**src/rtl/pc_stack_engine.sv**
```systemverilog
// Call/return sequencer: spills a 16-bit PC as two bytes onto a downward-growing
// memory stack and reads it back. Optional overflow/underflow guard: STACK_GUARD_EN.
module pc_stack_engine #(
    parameter logic [15:0] STACK_BASE  = 16'hFFFF,
    parameter int          STACK_DEPTH = 64
) (
    input  logic        clock,
    input  logic        reset_n,
    input  logic        push_req,
    input  logic        pop_req,
    input  logic [15:0] pc_in,
    output logic        busy,
    output logic        done,
    output logic [15:0] pc_out,
    output logic [15:0] sp,
    output logic [15:0] mem_addr,
    output logic [7:0]  mem_wdata,
    output logic        mem_wr,
    output logic        mem_rd,
    input  logic        mem_ack,
    input  logic [7:0]  mem_rdata,
    output logic        error
);

    typedef enum logic [2:0] {
        IDLE    = 3'd0,
        PUSH_HI = 3'd1,
        PUSH_LO = 3'd2,
        POP_LO  = 3'd3,
        POP_HI  = 3'd4,
        DONE    = 3'd5
    } state_t;

    state_t      state_q, state_d;
    logic [15:0] sp_q, sp_d;
    logic [15:0] pc_q, pc_d;
    logic [7:0]  lo_q, lo_d;
    logic [15:0] pc_out_q, pc_out_d;
    logic        push_blk, pop_blk;

`ifdef STACK_GUARD_EN
    localparam int DW = $clog2(STACK_DEPTH + 1);
    logic [DW-1:0] depth_q, depth_d;
    logic          err_q, err_d;

    assign push_blk = (depth_q == DW'(STACK_DEPTH));
    assign pop_blk  = (depth_q == '0);
    // err_q is only ever set on the way into DONE, so it is already a one-cycle pulse
    assign error    = err_q;
`else
    assign push_blk = 1'b0;
    assign pop_blk  = 1'b0;
    assign error    = 1'b0;
`endif

    always_comb begin
        state_d   = state_q;
        sp_d      = sp_q;
        pc_d      = pc_q;
        lo_d      = lo_q;
        pc_out_d  = pc_out_q;
        mem_addr  = 16'h0000;
        mem_wdata = 8'h00;
        mem_wr    = 1'b0;
        mem_rd    = 1'b0;
`ifdef STACK_GUARD_EN
        depth_d   = depth_q;
        err_d     = 1'b0;
`endif
        case (state_q)
            IDLE: begin
                if (push_req) begin
                    if (push_blk) begin
                        state_d = DONE;
`ifdef STACK_GUARD_EN
                        err_d   = 1'b1;
`endif
                    end else begin
                        pc_d    = pc_in;
                        state_d = PUSH_HI;
                    end
                end else if (pop_req) begin
                    if (pop_blk) begin
                        state_d = DONE;
`ifdef STACK_GUARD_EN
                        err_d   = 1'b1;
`endif
                    end else begin
                        state_d = POP_LO;
                    end
                end
            end
            PUSH_HI: begin
                mem_wr    = 1'b1;
                mem_addr  = sp_q;
                mem_wdata = pc_q[15:8];
                if (mem_ack) state_d = PUSH_LO;
            end
            PUSH_LO: begin
                mem_wr    = 1'b1;
                mem_addr  = sp_q - 16'd1;
                mem_wdata = pc_q[7:0];
                if (mem_ack) begin
                    sp_d    = sp_q - 16'd2;
                    state_d = DONE;
`ifdef STACK_GUARD_EN
                    depth_d = depth_q + 1'b1;
`endif
                end
            end
            POP_LO: begin
                mem_rd   = 1'b1;
                mem_addr = sp_q + 16'd1;
                if (mem_ack) begin
                    lo_d    = mem_rdata;
                    state_d = POP_HI;
                end
            end
            POP_HI: begin
                mem_rd   = 1'b1;
                mem_addr = sp_q + 16'd2;
                if (mem_ack) begin
                    pc_out_d = {mem_rdata, lo_q};
                    sp_d     = sp_q + 16'd2;
                    state_d  = DONE;
`ifdef STACK_GUARD_EN
                    depth_d  = depth_q - 1'b1;
`endif
                end
            end
            DONE:    state_d = IDLE;
            default: state_d = IDLE;
        endcase
    end

    always_ff @(posedge clock or negedge reset_n) begin
        if (!reset_n) begin
            state_q  <= IDLE;
            sp_q     <= STACK_BASE;
            pc_q     <= 16'h0000;
            lo_q     <= 8'h00;
            pc_out_q <= 16'h0000;
`ifdef STACK_GUARD_EN
            depth_q  <= '0;
            err_q    <= 1'b0;
`endif
        end else begin
            state_q  <= state_d;
            sp_q     <= sp_d;
            pc_q     <= pc_d;
            lo_q     <= lo_d;
            pc_out_q <= pc_out_d;
`ifdef STACK_GUARD_EN
            depth_q  <= depth_d;
            err_q    <= err_d;
`endif
        end
    end

    assign busy   = (state_q != IDLE);
    assign done   = (state_q == DONE);
    assign pc_out = pc_out_q;
    assign sp     = sp_q;

endmodule

```
**config.mk**
```make
export PLATFORM = sky130hd
export DESIGN_NAME = pc_stack_engine
export DESIGN_NICKNAME = d
export VERILOG_FILES = /design/src/rtl/pc_stack_engine.sv
export SDC_FILE = /design/constraint.sdc
export NUM_CORES = 1
export LEC_CHECK = 0
export ABC_CLOCK_PERIOD_IN_PS = 6100
export CAP_MARGIN = 30
export CORE_MARGIN = 3
export CORE_UTILIZATION = 35
export CTS_CLUSTER_DIAMETER = 120
export DETAILED_ROUTE_END_ITERATION = 7
export PLACE_DENSITY = 0.63
export SETUP_SLACK_MARGIN = 0.3
export SLEW_MARGIN = 0
export SYNTH_ARGS = -nofsm -noshare
export SYNTH_HDL_FRONTEND = slang
export SYNTH_SLANG_ARGS = --single-unit
```
**constraint.sdc**
```tcl
create_clock -name clock -period 6.1 [get_ports clock]
set_clock_uncertainty 0.1 [all_clocks]
set_input_delay 1.22 -clock clock [delete_from_list [all_inputs] [get_ports clock]]
set_output_delay 1.22 -clock clock [all_outputs]
set_load 0.02 [all_outputs]
```
==> results.cfg, run 1 <==
[run_status]
status = finished clean

[routing]
first_pass_iters = 5
wirelength_um = 8390
drtAntennaViolNets = 0
routed_via_density = 4.945
drc = 0
via_count = 2804
wl_per_cell_um = 14.80
drt-initial-drc-count = 112

[logic_synthesis]
synth_cell_types = 64
synth_area_um2 = 3353
yosysSeqAreaShare_pct = 43.84
syn_avg_cell_area_um2 = 9.263
yosys.area.top_type = dfrtp_1
syn_inst = 362
yosysMostFrequentCell = nand2_1
yosys_warnings = 0
yosys-top-cells-count = 80 x nand2_1, 43 x dfrtp_1, 33 x nor2_1
synth-seq-cells = 58
synth_async_sr_flop_share_pct = 100.0
yosys.area.top_type_share_pct = 32.09
synthTopCellsByArea = dfrtp_1 32%, dfstp_2 12%, nand2_1 9.0%
synth_fp_nets = 394
synth_ff_type = dfrtp_1
synth_edf_count = 0

[cts]
clockBufferDepth = 2
cts_inserted_buffers = 9
numClockSinks = 58
cts_max_level = 3
cts_tree = done
clk_latency_ns = 0.33
postCtsSetupBuffers = 0
cts.clk_slew.worst_paths_ns = 0.06
cts_root_buffer = clkbuf_8
postCtsHoldBufs = 0
ctsResizeCount = 0

[sta]
final_hold_viol_count = 0
fin_crit_sh_pct = 79.00
maxSlewHeadroom_pct = 36.38
finalSetupTns_ns = 0
slew_viol_final = 0
post-route-min-period_ns = 4.819
setup_viol = 0
worstMarginPinSlew_ns = 0.9516
clock.fmax_mhz = 207.5
hold_slack_ns = 0.3619
rsz0062_at_grt = no

[setup_path]
rr_endpoint = sp[10]
required_ns = 4.78
slowest_stage = o21ba_1
r2r_start = state_q[2]
cp-start-kind = register
r2r_slack_ns = 3.60
slowest_delay_ns = 0.67
path_cells = nor3b_1 -> buf_4 -> o21ba_1 -> clkinv_1 -> a22o_1 -> clkdlybuf4s50_1
critPathCaptureType = primary output
crit_type = register to primary output
cp_max_fo = 24
worstPathArrival_ns = 3.50
worstRegToRegCells = 3

[placement]
dp_cells = 552
dp_hpwl_um = 5919
portBuffers = 87
finalWeightedCongestion = 0.8585

[hold_path]
hold-path-cell-count = 2
hold_start = lo_q[0]
hold_class = register to register
whs_endpoint = pc_out[0]

[run]
max_cap_violations = 0

[cells_and_area]
n_antenna_cell = 0
nFillCells = 923
final_core_util_pct = 47.57
final_layout_size_suffix_gt1_share_pct = 17.12
fin_nets = 466
area_delta_synth_final_pct = 31.72
stdcell_count = 567

[pwr]
p_leak_nw = 1.826
irDropWorstVdd_mv = 0.2389
pwr_density_cell_nw_per_um2 = 530.6

[die]
core_um2 = 9284
initial_core_util_pct = 36.12
io_pins = 90
dieArea_um2 = 10790
die_h_um = 103.9
die_w_um = 103.9
fp-row-count = 35

[grt]
track_usage_pct = 15.91
antenna_found_initial = 0
grt_max_degree = 59
grt_pass1_wl_um = 14210
gr-total-overflow = 0
grt_pass1_vias = 2801
## layer usage
| metal | wire, um | part of all wire, % | GRT usage, % | up-vias |
|---|---|---|---|---|
| li1 | - | - | - | 1377 |
| met3 | 492 | 5.9 | 4.097 | 10 |
| met1 | 3905 | 47 | 21.59 | 1332 |
| met5 | 0 | 0 | 0 | - |
| met2 | 3905 | 47 | 24.98 | 85 |
| met4 | 87 | 1.0 | 4.938 | 0 |
## state kept, by name, summed over array words and instances, names as in the netlist
signal	flops
pc_out	16
pc_q	16
sp	15
lo_q	8
state_q	3
## placed cells by master (no fill, tap or decap), drive strengths merged, types with 2 or more instances in the layout
master         Yosys  final
o22ai              2      2
a32oi              2      2
nor4               4      4
and3               2      2
nor3b              2      2
o21bai             2      2
nand4              5      5
clkbuf             3     12
and4               2      2
inv                8      8
o21ai             24     24
a22o               2      2
o21ba              2      2
ha                 3      3
a22oi              9      9
dfstp             15     15
o41ai              3      3
nor2              36     36
clkdlybuf4s50      0     86
nand3b             2      2
dfrtp             43     43
buf               26      4
or3                3      3
xnor2              7      7
nand3              7      7
nand2             80     80
a21oi              8      8
conb               2      2
xor2              10     10
o211ai             2      2
mux2              24     24
clkinv             1      4
mux2i              2      2
nor3               4      4
nor2b              3      3
## cell type report
| cell class | instances | area [um2] | share of cell area [%] |
|---|---|---|---|
| multi-input combinational | 266 | 1693 | 38.33 |
| clock buffer | 12 | 155.1 | 3.513 |
| timing repair buffer | 90 | 888.4 | 20.11 |
| clock inverter | 3 | 15.01 | 0.3399 |
| tap | 129 | 161.4 | 3.654 |
| inverter | 9 | 33.78 | 0.7649 |
| sequential | 58 | 1470 | 33.29 |
## worst max-delay path, delay by kind of cell (launching register included)
kind / cells / cell delay [ns]
buffers and inverters: 3 / 1.21
AOI/OAI and AO/OA: 2 / 1.03
and+or+nand+nor: 1 / 0.27
DFF: 1 / 0.65
## worst max path at each step
stage | from | endpoint | cells past startpoint
3_5_place_dp | state_q[2] | mem_addr[2] | 6
2_1_floorplan | sp[1] | mem_addr[14] | 6
5_1_grt | state_q[2] | mem_addr[2] | 6
3_3_place_gp | state_q[2] | mem_addr[2] | 6
4_1_cts | state_q[2] | mem_addr[2] | 6
6_report | state_q[2] | mem_addr[2] | 6
## kinds of logic after synthesis
kind of cell / synth area share (%)
adders and majority gates: 1.120
AOI/OAI and AO/OA: 12.87
xor gates and xnor gates: 4.440
other: 0.2240
and+or+nand+nor: 23.02
muxes: 8.657
DFF: 43.84
buffers and inverters: 5.821
## report_power, final
| part | internal (W) | total, W | leakage [nW] | switching, W |
|---|---|---|---|---|
| combinational | 0.000594 | 0.00124 | 1.05 | 0.000647 |
| clock | 0.000165 | 0.000312 | 0.0920 | 0.000147 |
| sequential | 0.000578 | 0.000791 | 0.683 | 0.000213 |
## per-stage QoR
stage | setup slack (ns) | power [W] | instance area (um2)
detailed placement | 1.663 | 0.002044 | 4247
floorplan | 2.951 | 0.001549 | 3353
global placement | 1.754 | 0.002020 | 4247
global route | 1.033 | 0.002518 | 4417
finish | 1.281 | 0.002344 | 4417
CTS | 1.262 | 0.002370 | 4417
No activity file was read; power rests on OpenSTA's default activity.
==> run 2, diff against run 1 <==
ABC_CLOCK_PERIOD_IN_PS = 4220   (was 6100)
PLACE_DENSITY = 0.65   (was 0.63)
clock period = 4.22 ns   (was 6.1 ns; I/O delays follow)
==> run 2 against run 1 <==
Effect of this change: utilization up 1.4 points; die area unchanged; cell count up 0.88%; combinational power up 50%; flip-flop and latch count unchanged; non-clock buffer count up 4; setup slack worse by 0.76 ns; critical endpoint is now mem_addr[15]; largest power group unchanged; highest routed layer unchanged.
==> results.cfg, run 2 (synthesized netlist as in run 1, its figures left out) <==
[setup_path]
required_ns = 3.28
worstPathArrival_ns = 2.76
cp_max_fo = 13
cp-start-kind = register
critPathCaptureType = primary output
cp-startpoint = sp[4]
crit_type = register to primary output
r2r_slack_ns = 2.06
rr_endpoint = sp[10]
worstRegToRegCells = 4
r2r_start = state_q[0]
endpoint = mem_addr[15]

[routing]
via_count = 2890
dr_wl_met3_um = 597
drt-initial-drc-count = 94
met2_length_um = 4047
top_layer = met4
first_pass_iters = 4
wl_per_cell_um = 14.96
wirelength_um = 8558
routed_via_density = 5.052
drc = 0
wl_met1_um = 3797
drtAntennaViolNets = 0

[grt]
grt_max_degree = 34
antenna_found_initial = 0
grt_pass1_wl_um = 14170
grt_pass1_vias = 2863
track_usage_pct = 16.07
gr-total-overflow = 0

[placement]
portBuffers = 87
dp_cells = 556
finalWeightedCongestion = 0.9017
dp_hpwl_um = 6061
dpl-instance-area_um2 = 4277

[hold_path]
hold_start = lo_q[3]
hold_class = register to register

[cts]
cts_root_buffer = clkbuf_8
cts_max_level = 3
cts_inserted_buffers = 9
clk_latency_ns = 0.34
cts_tree = done
clockBufferDepth = 2
numClockSinks = 58
cts.clk_slew.worst_paths_ns = 0.08

[die]
fp-row-count = 35
core_um2 = 9284
dieArea_um2 = 10790
io_pins = 90
die_h_um = 103.9
die_w_um = 103.9
initial_core_util_pct = 36.12

[sta]
fin_crit_sh_pct = 87.68
rsz0062_at_grt = no
hold_slack_ns = 0.3706
post-route-min-period_ns = 3.700
finalSetupTns_ns = 0
final_hold_viol_count = 0
maxSlewHeadroom_pct = 38.19
slew_viol_final = 0
clock.fmax_mhz = 270.3
worstMarginPinSlew_ns = 0.9246
setup_viol = 0

[pwr]
p_leak_nw = 1.881
irDropWorstVdd_mv = 0.3498
pwr_density_cell_nw_per_um2 = 806.5

[cells_and_area]
final_layout_size_suffix_gt1_share_pct = 18.74
fin_nets = 470
stdcell_count = 572
area_delta_synth_final_pct = 35.52
final_common_cell = clkdlybuf4s50_1
n_antenna_cell = 0
final_core_util_pct = 48.95
design_area_um2 = 4544
final_cell_mix = 86 x clkdlybuf4s50_1, 80 x nand2_1, 41 x dfrtp_1

[run]
max_cap_violations = 0

[run_status]
status = finished clean
run 2: changes by cell type in the layout (fill, tap and decap cells not counted), sizes merged:
cell,change
buf,+4
bufinv,+4
clkbuf,-3
clkinv,-1
clkinvlp,+1
run 2: power breakdown:
group / internal, W / switching [W]
clock: 0.000452 / 0.000238
sequential: 0.000837 / 0.000280
combinational: 0.000884 / 0.000974
run 2: layer usage:
layer  vias to the layer above  GRT usage, %
met3                        12         5.090
li1                       1389             -
met4                         0         5.603
met5                         -             0
met1                      1389         21.28
met2                       100         24.84
run 2: how the worst min path moves through the flow:
stage,slack [ns],depth (start not counted),end
floorplan,0.33,2,pc_out[0]
global placement,0.34,2,pc_out[5]
detailed placement,0.35,2,pc_out[7]
CTS,0.37,2,pc_out[3]
global route,0.39,2,pc_out[3]
finish,0.37,2,pc_out[3]
run 2: layout make-up:
type | instances | area [um2]
Fill cell | 916 | 4740
Multi-Input combinational cell | 266 | 1693
Sequential cell | 58 | 1473
Timing Repair Buffer | 94 | 918.4
Tap cell | 129 | 161.4
Clock inverter | 7 | 141.4
Clock buffer | 9 | 123.9
Inverter | 9 | 33.78
run 2: repair_timing:
item	4_1_cts	5_1_grt
setup buffers	0	0
gates resized for setup	0	2
hold buffers	0	0
setup endpoints to repair	0	4
run 2: critical path, cell delays in order (launching register included):
cell and delay (ns):
dfstp_2 0.71, nand4_2 0.29, nor2_2 0.28, and4_1 0.28, o21bai_1 0.07, a22o_1 0.25, clkdlybuf4s50_1 0.53
run 2: per-stage QoR:
stage	total power, W	worst slack, ns
after global routing	0.003905	0.3735
after detailed placement	0.002988	0.8237
final	0.003665	0.5199
after CTS	0.003695	0.4459
after floorplan	0.002240	1.447
after global placement	0.002946	0.8947
==> run 3, diff against run 2 <==
ABC_CLOCK_PERIOD_IN_PS = 3500   (was 4220)
PLACE_DENSITY = 0.7   (was 0.65)
clock period = 3.5 ns   (was 4.22 ns; I/O delays follow)
==> run 3 against run 2 <==
Effect of this change: clock power rose by 1%; count of clock-buffer cells in the layout rose by 2; via count rose by 4.5%; flip-flop and latch count did not move; utilization rose by 2.0 points.
==> results.cfg, run 3 (synthesized netlist as in run 1, its figures left out) <==
[run_status]
status = finished clean

[sta]
slew_viol_final = 0
rsz0062_at_grt = yes
maxSlewHeadroom_pct = 48.98
clock.fmax_mhz = 318.5
worstMarginPinSlew_ns = 0.7583
finalSetupTns_ns = 0
fin_crit_sh_pct = 89.70
post-route-min-period_ns = 3.139
worst_slack_ns = 0.3606
final_hold_viol_count = 0
setup_viol = 0

[pwr]
pwr_density_cell_nw_per_um2 = 951.5
irDropWorstVdd_mv = 0.4608
p_leak_nw = 2.138

[die]
initial_core_util_pct = 36.12
die_h_um = 103.9
fp-row-count = 35
core_um2 = 9284
io_pins = 90
dieArea_um2 = 10790
die_w_um = 103.9

[cells_and_area]
final_cell_mix = 80 x nand2_1, 71 x clkdlybuf4s50_1, 43 x dfrtp_1
final_layout_size_suffix_gt1_share_pct = 23.18
final_core_util_pct = 50.96
n_antenna_cell = 0
area_delta_synth_final_pct = 41.08
nFillCells = 934
fin_nets = 493
final_common_cell = nand2_1
stdcell_count = 595

[routing]
drc = 0
routed_via_density = 5.074
drt-initial-drc-count = 118
wl_per_cell_um = 15.38
via_count = 3019
wirelength_um = 9150
first_pass_iters = 4
drtAntennaViolNets = 0

[grt]
grt_pass1_wl_um = 14890
antenna_found_initial = 0
gr-total-overflow = 0
grt_max_degree = 31
track_usage_pct = 17.15
grt_pass1_vias = 2961

[placement]
dp_hpwl_um = 6252
portBuffers = 87
dp_cells = 559
dp_slack_ns = 0.3668
finalWeightedCongestion = 0.9684

[cts]
cts_tree = done
numClockSinks = 58
cts_inserted_buffers = 9
cts.clk_slew.worst_paths_ns = 0.07
cts_max_level = 3
clk_latency_ns = 0.34
cts_root_buffer = clkbuf_8
clockBufferDepth = 2

[setup_path]
path_cells = buf_4 -> o21ba_1 -> clkinv_1 -> a22o_1 -> clkdlybuf4s50_1
critical_path_buf_inv_count = 3
slowest_stage = clkdlybuf4s50_1
worstPathArrival_ns = 2.34
slowest_delay_ns = 0.54
cp_max_fo = 23
required_ns = 2.70
crit_type = register to primary output
cp_top_family = buffers and inverters
cp-start-kind = register
critPathCaptureType = primary output

[run]
max_cap_violations = 0

[hold_path]
hold_class = input pin to async pin
[run 3: per-layer routing]
metal  share of wire, %  vias up  global-route usage (%)
met2                 48      117                   27.53
met4                1.9        0                   6.363
met3                7.4       15                   5.711
li1                   -     1429                       -
met5                  0        -                       0
met1                 43     1458                   21.51
[run 3: stage by stage]
step	power (W)	hold slack (ns)	cell area (um2)
6_report	0.004501	0.3036	4731
5_1_grt	0.004789	0.3471	4731
4_1_cts	0.004416	0.3158	4583
3_5_place_dp	0.003645	0.3525	4299
3_3_place_gp	0.003595	0.3460	4299
2_1_floorplan	0.002700	0.3044	3353
[run 3: worst paths after layout]
kind | start | endpoint | slack [ns] | cells after the start
max | state_q[2] | mem_addr[2] | 0.36 | 5
min reg2reg | lo_q[4] | pc_out[4] | 0.37 | 2
max reg2reg | state_q[0] | pc_q[5] | 1.41 | 4
min | reset_n | pc_q[11] | 0.30 | 1
max in group asynchronous | reset_n | sp[14] | 2.11 | 2
min in group clock | lo_q[4] | pc_out[4] | 0.37 | 2
[run 3: final cells by class]
type                            count  area [um2]  area share [%]
Timing Repair Buffer              117        1096           23.17
Tap cell                          129       161.4           3.412
Clock inverter                      5       77.57           1.640
Clock buffer                       11       141.4           2.989
Multi-Input combinational cell    266        1747           36.92
Sequential cell                    58        1474           31.16
Inverter                            9       33.78          0.7141
[run 3: worst reg2reg max path: stages, from the launching register on]
cell and delay (ns):
dfrtp_1 0.44, buf_4 0.20, or3_1 0.43, nor2_4 0.40, mux2_2 0.40
[run 3: where the power goes]
group	leakage, nW	switching [W]	internal, W
logic	1.35	0.00137	0.00120
clock network	0.109	0.000280	0.000418
registers	0.683	0.000227	0.00101
[run 3: timing repair]
| action | CTS | global route |
|---|---|---|
| hold buffers | 0 | 0 |
| endpoints found under the setup margin | 13 | 14 |
| pin swaps | 0 | 4 |
| resized for setup | 13 | 15 |
| buffers inserted | 6 | 14 |
